$ cat src/rtl/roberts_pkg.sv
// Shared constants and arithmetic helpers for the Roberts-cross edge engine.
package roberts_pkg;

  // Widest pixel the helpers below can handle; the top slices results down.
  localparam int MAX_W     = 16;
  localparam int PIX_W_DEF = 8;
  localparam int PIX_MAX   = (1 << PIX_W_DEF) - 1;

  typedef logic [MAX_W-1:0] wide_t;

  // Sideband that travels with each result.
  typedef struct packed {
    logic sof;
    logic eof;
  } pix_tag_t;

  // Unsigned |x - y|; always fits in MAX_W bits for MAX_W-bit operands.
  function automatic wide_t abs_diff(input wide_t x, input wide_t y);
    return (x >= y) ? (x - y) : (y - x);
  endfunction

  // |gx| + |gy| clipped to the largest w-bit value.
  function automatic wide_t sat_add(input wide_t ax, input wide_t ay, input int w);
    logic [MAX_W:0] one;
    logic [MAX_W:0] sum;
    logic [MAX_W:0] lim;
    one = {{MAX_W{1'b0}}, 1'b1};
    sum = {1'b0, ax} + {1'b0, ay};
    lim = (one << w) - one;
    return (sum > lim) ? lim[MAX_W-1:0] : sum[MAX_W-1:0];
  endfunction

  // Counter width for a 0..n-1 counter, never narrower than one bit.
  function automatic int cnt_w(input int n);
    return (n <= 2) ? 1 : $clog2(n);
  endfunction

endpackage

$ cat src/rtl/roberts_line_buf.sv
// One-line pixel store. Combinational read of the previous row at addr_i,
// plus a copy of that read captured on each transfer (the window's "a" tap
// one pixel later). Memory itself is never cleared.
module roberts_line_buf #(
  parameter int DEPTH = 8,
  parameter int W     = 8
) (
  input  logic                     clk_i,
  input  logic                     reset_i,
  input  logic                     en_i,
  input  logic [$clog2(DEPTH)-1:0] addr_i,
  input  logic [W-1:0]             wr_data_i,
  output logic [W-1:0]             rd_data_o,
  output logic [W-1:0]             rd_q_o
);

  logic [W-1:0] mem_q [DEPTH];
  logic [W-1:0] rd_q;

  assign rd_data_o = mem_q[addr_i];
  assign rd_q_o    = rd_q;

  // Write the current pixel into its column on every transfer.
  always_ff @(posedge clk_i) begin
    if (en_i) mem_q[addr_i] <= wr_data_i;
  end

  // Hold the pre-write read value so it is available as the next column's left tap.
  always_ff @(posedge clk_i) begin
    if (reset_i)   rd_q <= '0;
    else if (en_i) rd_q <= mem_q[addr_i];
  end

endmodule

$ cat src/rtl/roberts_stream.sv
// Streaming Roberts-cross edge detector: 2x2 window over a raster stream,
// one result per accepted pixel, single output register with back-pressure.
module roberts_stream
  import roberts_pkg::*;
#(
  parameter int IMG_W  = 8,
  parameter int IMG_H  = 8,
  parameter int PIX_W  = 8,
  parameter int BINARY = 0
) (
  input  logic             clk,
  input  logic             reset,
  input  logic             in_valid,
  output logic             in_ready,
  input  logic [PIX_W-1:0] in_pix,
  input  logic             in_sof,
  input  logic [PIX_W-1:0] threshold,
  output logic             out_valid,
  input  logic             out_ready,
  output logic [PIX_W-1:0] out_pix,
  output logic             out_sof,
  output logic             out_eof
);

  localparam int CW = cnt_w(IMG_W);
  localparam int RW = cnt_w(IMG_H);
  localparam logic [CW-1:0] COL_LAST = CW'(IMG_W - 1);
  localparam logic [RW-1:0] ROW_LAST = RW'(IMG_H - 1);

  logic [CW-1:0]    col_q, col_d, col_eff;
  logic [RW-1:0]    row_q, row_d, row_eff;
  logic [PIX_W-1:0] c_q;
  logic [PIX_W-1:0] tap_a, tap_b;
  logic [PIX_W-1:0] mag, res;
  logic             thr_hit, border;
  logic             xfer_in;
  pix_tag_t         tag;

  logic             out_valid_q, out_valid_d;
  logic [PIX_W-1:0] out_pix_q, out_pix_d;
  pix_tag_t         out_tag_q, out_tag_d;

  assign in_ready = !out_valid_q || out_ready;
  assign xfer_in  = in_valid && in_ready;

  // Previous-row taps: b at this column, a at the column before.
  roberts_line_buf #(
    .DEPTH (IMG_W),
    .W     (PIX_W)
  ) u_line_buf (
    .clk_i     (clk),
    .reset_i   (reset),
    .en_i      (xfer_in),
    .addr_i    (col_eff[$clog2(IMG_W)-1:0]),
    .wr_data_i (in_pix),
    .rd_data_o (tap_b),
    .rd_q_o    (tap_a)
  );

  // Position of the incoming pixel (sof forces 0,0) and the position after it.
  always_comb begin
    col_eff = in_sof ? '0 : col_q;
    row_eff = in_sof ? '0 : row_q;
    col_d   = col_q;
    row_d   = row_q;
    if (xfer_in) begin
      if (col_eff == COL_LAST) begin
        col_d = '0;
        row_d = (row_eff == ROW_LAST) ? '0 : row_eff + RW'(1);
      end else begin
        col_d = col_eff + CW'(1);
        row_d = row_eff;
      end
    end
  end

  // Gradient magnitude for window a b / c d, masked on the top row and left column.
  always_comb begin
    mag     = PIX_W'(sat_add(abs_diff(MAX_W'(tap_a), MAX_W'(in_pix)),
                             abs_diff(MAX_W'(tap_b), MAX_W'(c_q)), PIX_W));
    thr_hit = mag > threshold;
    border  = (row_eff == '0) || (col_eff == '0);
    res     = '0;
    if (!border) begin
      if (BINARY != 0) res = thr_hit ? '1 : '0;
      else             res = mag;
    end
    tag.sof = (row_eff == '0) && (col_eff == '0);
    tag.eof = (row_eff == ROW_LAST) && (col_eff == COL_LAST);
  end

  // Output register next-state: reload on input transfer, drop valid once consumed.
  always_comb begin
    out_valid_d = out_valid_q;
    out_pix_d   = out_pix_q;
    out_tag_d   = out_tag_q;
    if (xfer_in) begin
      out_valid_d = 1'b1;
      out_pix_d   = res;
      out_tag_d   = tag;
    end else if (out_ready) begin
      out_valid_d = 1'b0;
    end
  end

  // Position counters, current-row left tap and output stage.
  always_ff @(posedge clk) begin
    if (reset) begin
      col_q       <= '0;
      row_q       <= '0;
      c_q         <= '0;
      out_valid_q <= 1'b0;
      out_pix_q   <= '0;
      out_tag_q   <= '0;
    end else begin
      col_q       <= col_d;
      row_q       <= row_d;
      if (xfer_in) c_q <= in_pix;
      out_valid_q <= out_valid_d;
      out_pix_q   <= out_pix_d;
      out_tag_q   <= out_tag_d;
    end
  end

  assign out_valid = out_valid_q;
  assign out_pix   = out_pix_q;
  assign out_sof   = out_tag_q.sof;
  assign out_eof   = out_tag_q.eof;

endmodule

$ cat config.mk
export PLATFORM = sky130hd
export DESIGN_NAME = roberts_stream
export DESIGN_NICKNAME = d
export VERILOG_FILES = /design/src/rtl/roberts_pkg.sv /design/src/rtl/roberts_line_buf.sv /design/src/rtl/roberts_stream.sv
export SDC_FILE = /design/constraint.sdc
export NUM_CORES = 1
export LEC_CHECK = 0
export ABC_AREA = 0
export BUFFER_PORTS_ARGS = -buffer_cell sky130_fd_sc_hd__buf_4
export CORE_UTILIZATION = 60
export CTS_CLUSTER_DIAMETER = 80
export DETAILED_ROUTE_END_ITERATION = 8
export HOLD_SLACK_MARGIN = 0.02
export PLACE_DENSITY = 0.88
export SLEW_MARGIN = 10
export SYNTH_ARGS = -nofsm -noshare
export SYNTH_HDL_FRONTEND = slang
export SYNTH_SLANG_ARGS = --single-unit
$ cat constraint.sdc
create_clock -name clk -period 6.2 [get_ports clk]
set_input_delay 0.31 -clock clk [delete_from_list [all_inputs] [get_ports clk]]
set_output_delay 0.31 -clock clk [all_outputs]
set_load 0.05 [all_outputs]
==> out/qor_table.md <==
| Result | Value | Unit |
| --- | --- | --- |
| Number of filler cells placed in the layout | 703 | - |
| Horiz. Die Dim | 102 | microns |
| Leakage power total | 2.62 | nW |
| Tightest hold margin | 0.192 | ns |
| Reg-to-reg endpoint | out_pix[1] | - |
| Post-layout total power | 1.78 | mW |
| Register clock-pin slew on the reported worst setup and hold paths | 0.10 | ns |
| Count of endpoints failing setup in the final report | 0 | - |
| Vertical die dimension | 102 | microns |
| Maximum level of the CTS H-tree | 3 | - |
| TritonCTS buffer count | 9 | - |
| Cell variety after synth | 67 | - |
| Logic depth of the worst register-to-register path | 24 | - |
| Placed Instance Area | 0.00625 | sq mm |
| Sum of met3 wire segment lengths after detailed routing | 1000 | microns |
| Post-synth EDFFs | 64 | - |
| TritonCTS clock tree | yes | - |
| Vias per cell | 6.30 | - |
| Sort of element at the start of the critical path | flip-flop | - |
| Worst-skew pair later-pin latency | 0.38 | ns |
| Count of max-cap constraint violations | 0 | - |
| Ant diodes | 0 | - |
| Post-synthesis cell type with the largest combined area | edfxtp_1 | - |
| Worst Hold Launch | in_valid | - |
| Top-area cell type share of the netlist area | 0.323 | - |
| Most frequent cells after synthesis | edfxtp_1, nand2_1, inv_1 | - |
| Crit Path Class | flip-flop to flip-flop | - |
| Site Rows | 35 | - |
| Register area share after synthesis | 0.434 | - |
| Hold path cells | 3 | - |
| Worst VDD drop | 0.191 | mV |
| Layout Skew | 0.0130 | ns |
| Post-synthesis area per instance | 9.87 | sq um |
| Slew margin rel. | 0.270 | - |
| Number of pins exceeding their max-slew limit in the final report | 0 | - |
| Top Layer Used | met4 | - |
| Number of instances in the synthesized netlist | 603 | - |
| Layout Area Growth over Synthesis | 9.86 | % |
| Pin count of the biggest net entering global routing | 31 | - |
| Seq cells post-synth | 97 | - |
| Worst Max-Slew Pin Slew | 1.09 | ns |
| Crit path max fanout | 30 | - |
| Fraction of registers with async set/reset | 0 | - |
| DRC | 0 | - |
| Critical Path End Type | flip-flop | - |
| Critical register-to-register path startpoint | col_q[0] | - |
| PortBufs | 24 | - |
| Final global-route overflow total | 0 | - |
| Leading cell type by number of instances after synthesis | edfxtp_1 | - |
| Total wire length | 14400 | microns |
| Global router's overall resource usage | 0.293 | - |
| Hold worst-path end | out_valid | - |
| M1 wire length | 5990 | microns |
| Antenna violations before repair | 0 | - |
| Clock Tree Root | clkbuf_8 | - |
| Area of the mapped netlist | 0.00595 | sq mm |
| Initial DRT Pass Iterations | 6 | - |
| Power per cell area | 272 | mW/mm^2 |
| Required time of the critical path | 6.47 | ns |
| Hold Vio Cnt, Final | 0 | - |
| Placeable core region | 0.00942 | sq mm |
| Worst Slack Setup Final | 0.222 | ns |
| Maximum buffer depth of the clock tree | 2 | - |
| Outcome | completed | - |
| Antenna Nets Post-Route | 0 | - |
| Total vias in the final route | 4780 | - |
| Fraction of the cycle the final worst path needs | 0.964 | - |
| Area of all sequential standard cells | 0.00258 | sq mm |
| Final Core Density | 0.694 | - |
| Final GP Congestion | 0.984 | - |
| DRC violation total after the first TritonRoute iteration | 501 | - |
| Share of post-route cells with drive strength above 1 | 0.146 | - |
| Starting utilization of the core area | 0.632 | - |
| Reg-to-reg setup timing slack | 0.22 | ns |
| Arrival time of data at the critical path endpoint | 6.24 | ns |
| Place WS | 0.132 | ns |
| Yosys Warn Count | 0 | - |
| Most used DFF post-synth | edfxtp_1 | - |
| Area of the multi-input gates | 0.00305 | sq mm |
| Top-Level Pins | 33 | - |
| Top achievable clock speed | 167 | MHz |
| Detailed-routed wire length on met2 | 7100 | microns |
| Final Critical Period | 5.98 | ns |
| Worst min-delay path category | input port to flip-flop | - |
| Total number of nets in the final design | 700 | - |
| Number of global-route vias before repair | 4581 | - |
| Post-route cell area | 0.00654 | sq mm |
| Clock sink total | 97 | - |
| First-pass GRT wire length | 22700 | microns |
| Ranking of synthesized cells by area | edfxtp_1, dfxtp_1, ha_1 | - |
| Detailed-route wire length per cell | 19.0 | microns |
| Post-DP HPWL | 10200 | microns |
| Die area | 0.0103 | sq mm |
| Nets in the synthesized netlist | 678 | - |
[per-stage QoR]
step	setup TNS, ns	instances
floorplan	0	603
global placement	0	741
detailed placement	0	741
CTS	0	757
global route	-0.919	759
finish	0	759
[flip-flops by register name (all words and copies together) (netlist names)]
register	cells
out_valid	1
u_line_buf.mem_q	64
out_eof	1
u_line_buf.rd_q_o	8
row_q	3
c_q	8
out_pix	8
out_sof	1
col_q	3
[report_power, final]
| group | switching (mW) | internal (mW) |
|---|---|---|
| clock | 0.246 | 0.160 |
| sequential | 0.00904 | 0.702 |
| combinational | 0.390 | 0.273 |
[placed cells by master (no fill, tap or decap), types with 12 or more instances in the layout]
| cell type | Yosys | layout |
|---|---|---|
| edfxtp_1 | 64 | 64 |
| nand2_1 | 58 | 58 |
| inv_1 | 57 | 57 |
| a21oi_1 | 48 | 47 |
| ha_1 | 48 | 46 |
| buf_4 | 2 | 42 |
| dfxtp_1 | 33 | 31 |
| nor2_1 | 28 | 27 |
| o21ai_0 | 21 | 21 |
| nor3_1 | 15 | 15 |
| nand2b_1 | 13 | 13 |
| a21o_1 | 12 | 12 |
[how the worst max path moves through the flow]
stage	endpoint	cells past startpoint	start	slack, ns
floorplan	out_pix[1]	25	col_q[0]	0.94
global placement	out_pix[1]	23	in_sof	0.35
detailed placement	out_pix[5]	24	in_sof	0.13
CTS	out_pix[1]	23	col_q[0]	0.10
global route	out_pix[3]	24	col_q[0]	-0.15
finish	out_pix[1]	24	col_q[0]	0.22
[what timing repair did]
action	in CTS	in global routing
buffers inserted	0	2
resized for setup	0	17
hold buffers	0	0
endpoints found under the setup margin	0	8
[layout make-up]
type	instances	share of cell area
clock buffer	9	0.0189
clock inverter	7	0.0117
inverter	58	0.0333
multi-input combinational	416	0.466
sequential	97	0.395
tap	129	0.0247
timing repair buffer	43	0.0499
[critical path, cell delays in order, from the launching register on]
cell and delay (ns):
dfxtp_1 0.39, buf_6 0.27, nand2b_1 0.12, o32a_1 0.30, o2111ai_1 0.37, inv_1 0.11, ha_1 0.37, nand4_1 0.21
buf_4 0.21, nor2_1 0.19, nor2_2 0.10, nand2_1 0.16, mux2i_1 0.23, xor2_1 0.21, ha_1 0.31, nor2b_1 0.17
o31a_1 0.28, o221ai_1 0.26, nand2b_1 0.11, fa_1 0.47, nor4_1 0.29, a22oi_1 0.13, o211a_1 0.30, nor3b_1 0.22
o21ai_0 0.10
[cells by family (layout without fill, tap and decap cells)]
| group | count (synthesis) | in the layout | synth area share |
|---|---|---|---|
| xor gates and xnor gates | 15 | 15 | 0.0221 |
| AOI/OAI and AO/OA | 159 | 159 | 0.181 |
| adders and majority gates | 54 | 54 | 0.121 |
| buffers and inverters | 90 | 117 | 0.0652 |
| and+or+nand+nor | 173 | 173 | 0.149 |
| muxes | 15 | 15 | 0.0280 |
| DFF | 97 | 97 | 0.434 |
[per-layer routing]
metal | GRT usage | vias to the layer above
met4 | 0.117 | 0
li1 | - | 2219
met1 | 0.377 | 2314
met3 | 0.0580 | 33
met5 | 0 | -
met2 | 0.488 | 214
Power figures use the tool's default switching activity.
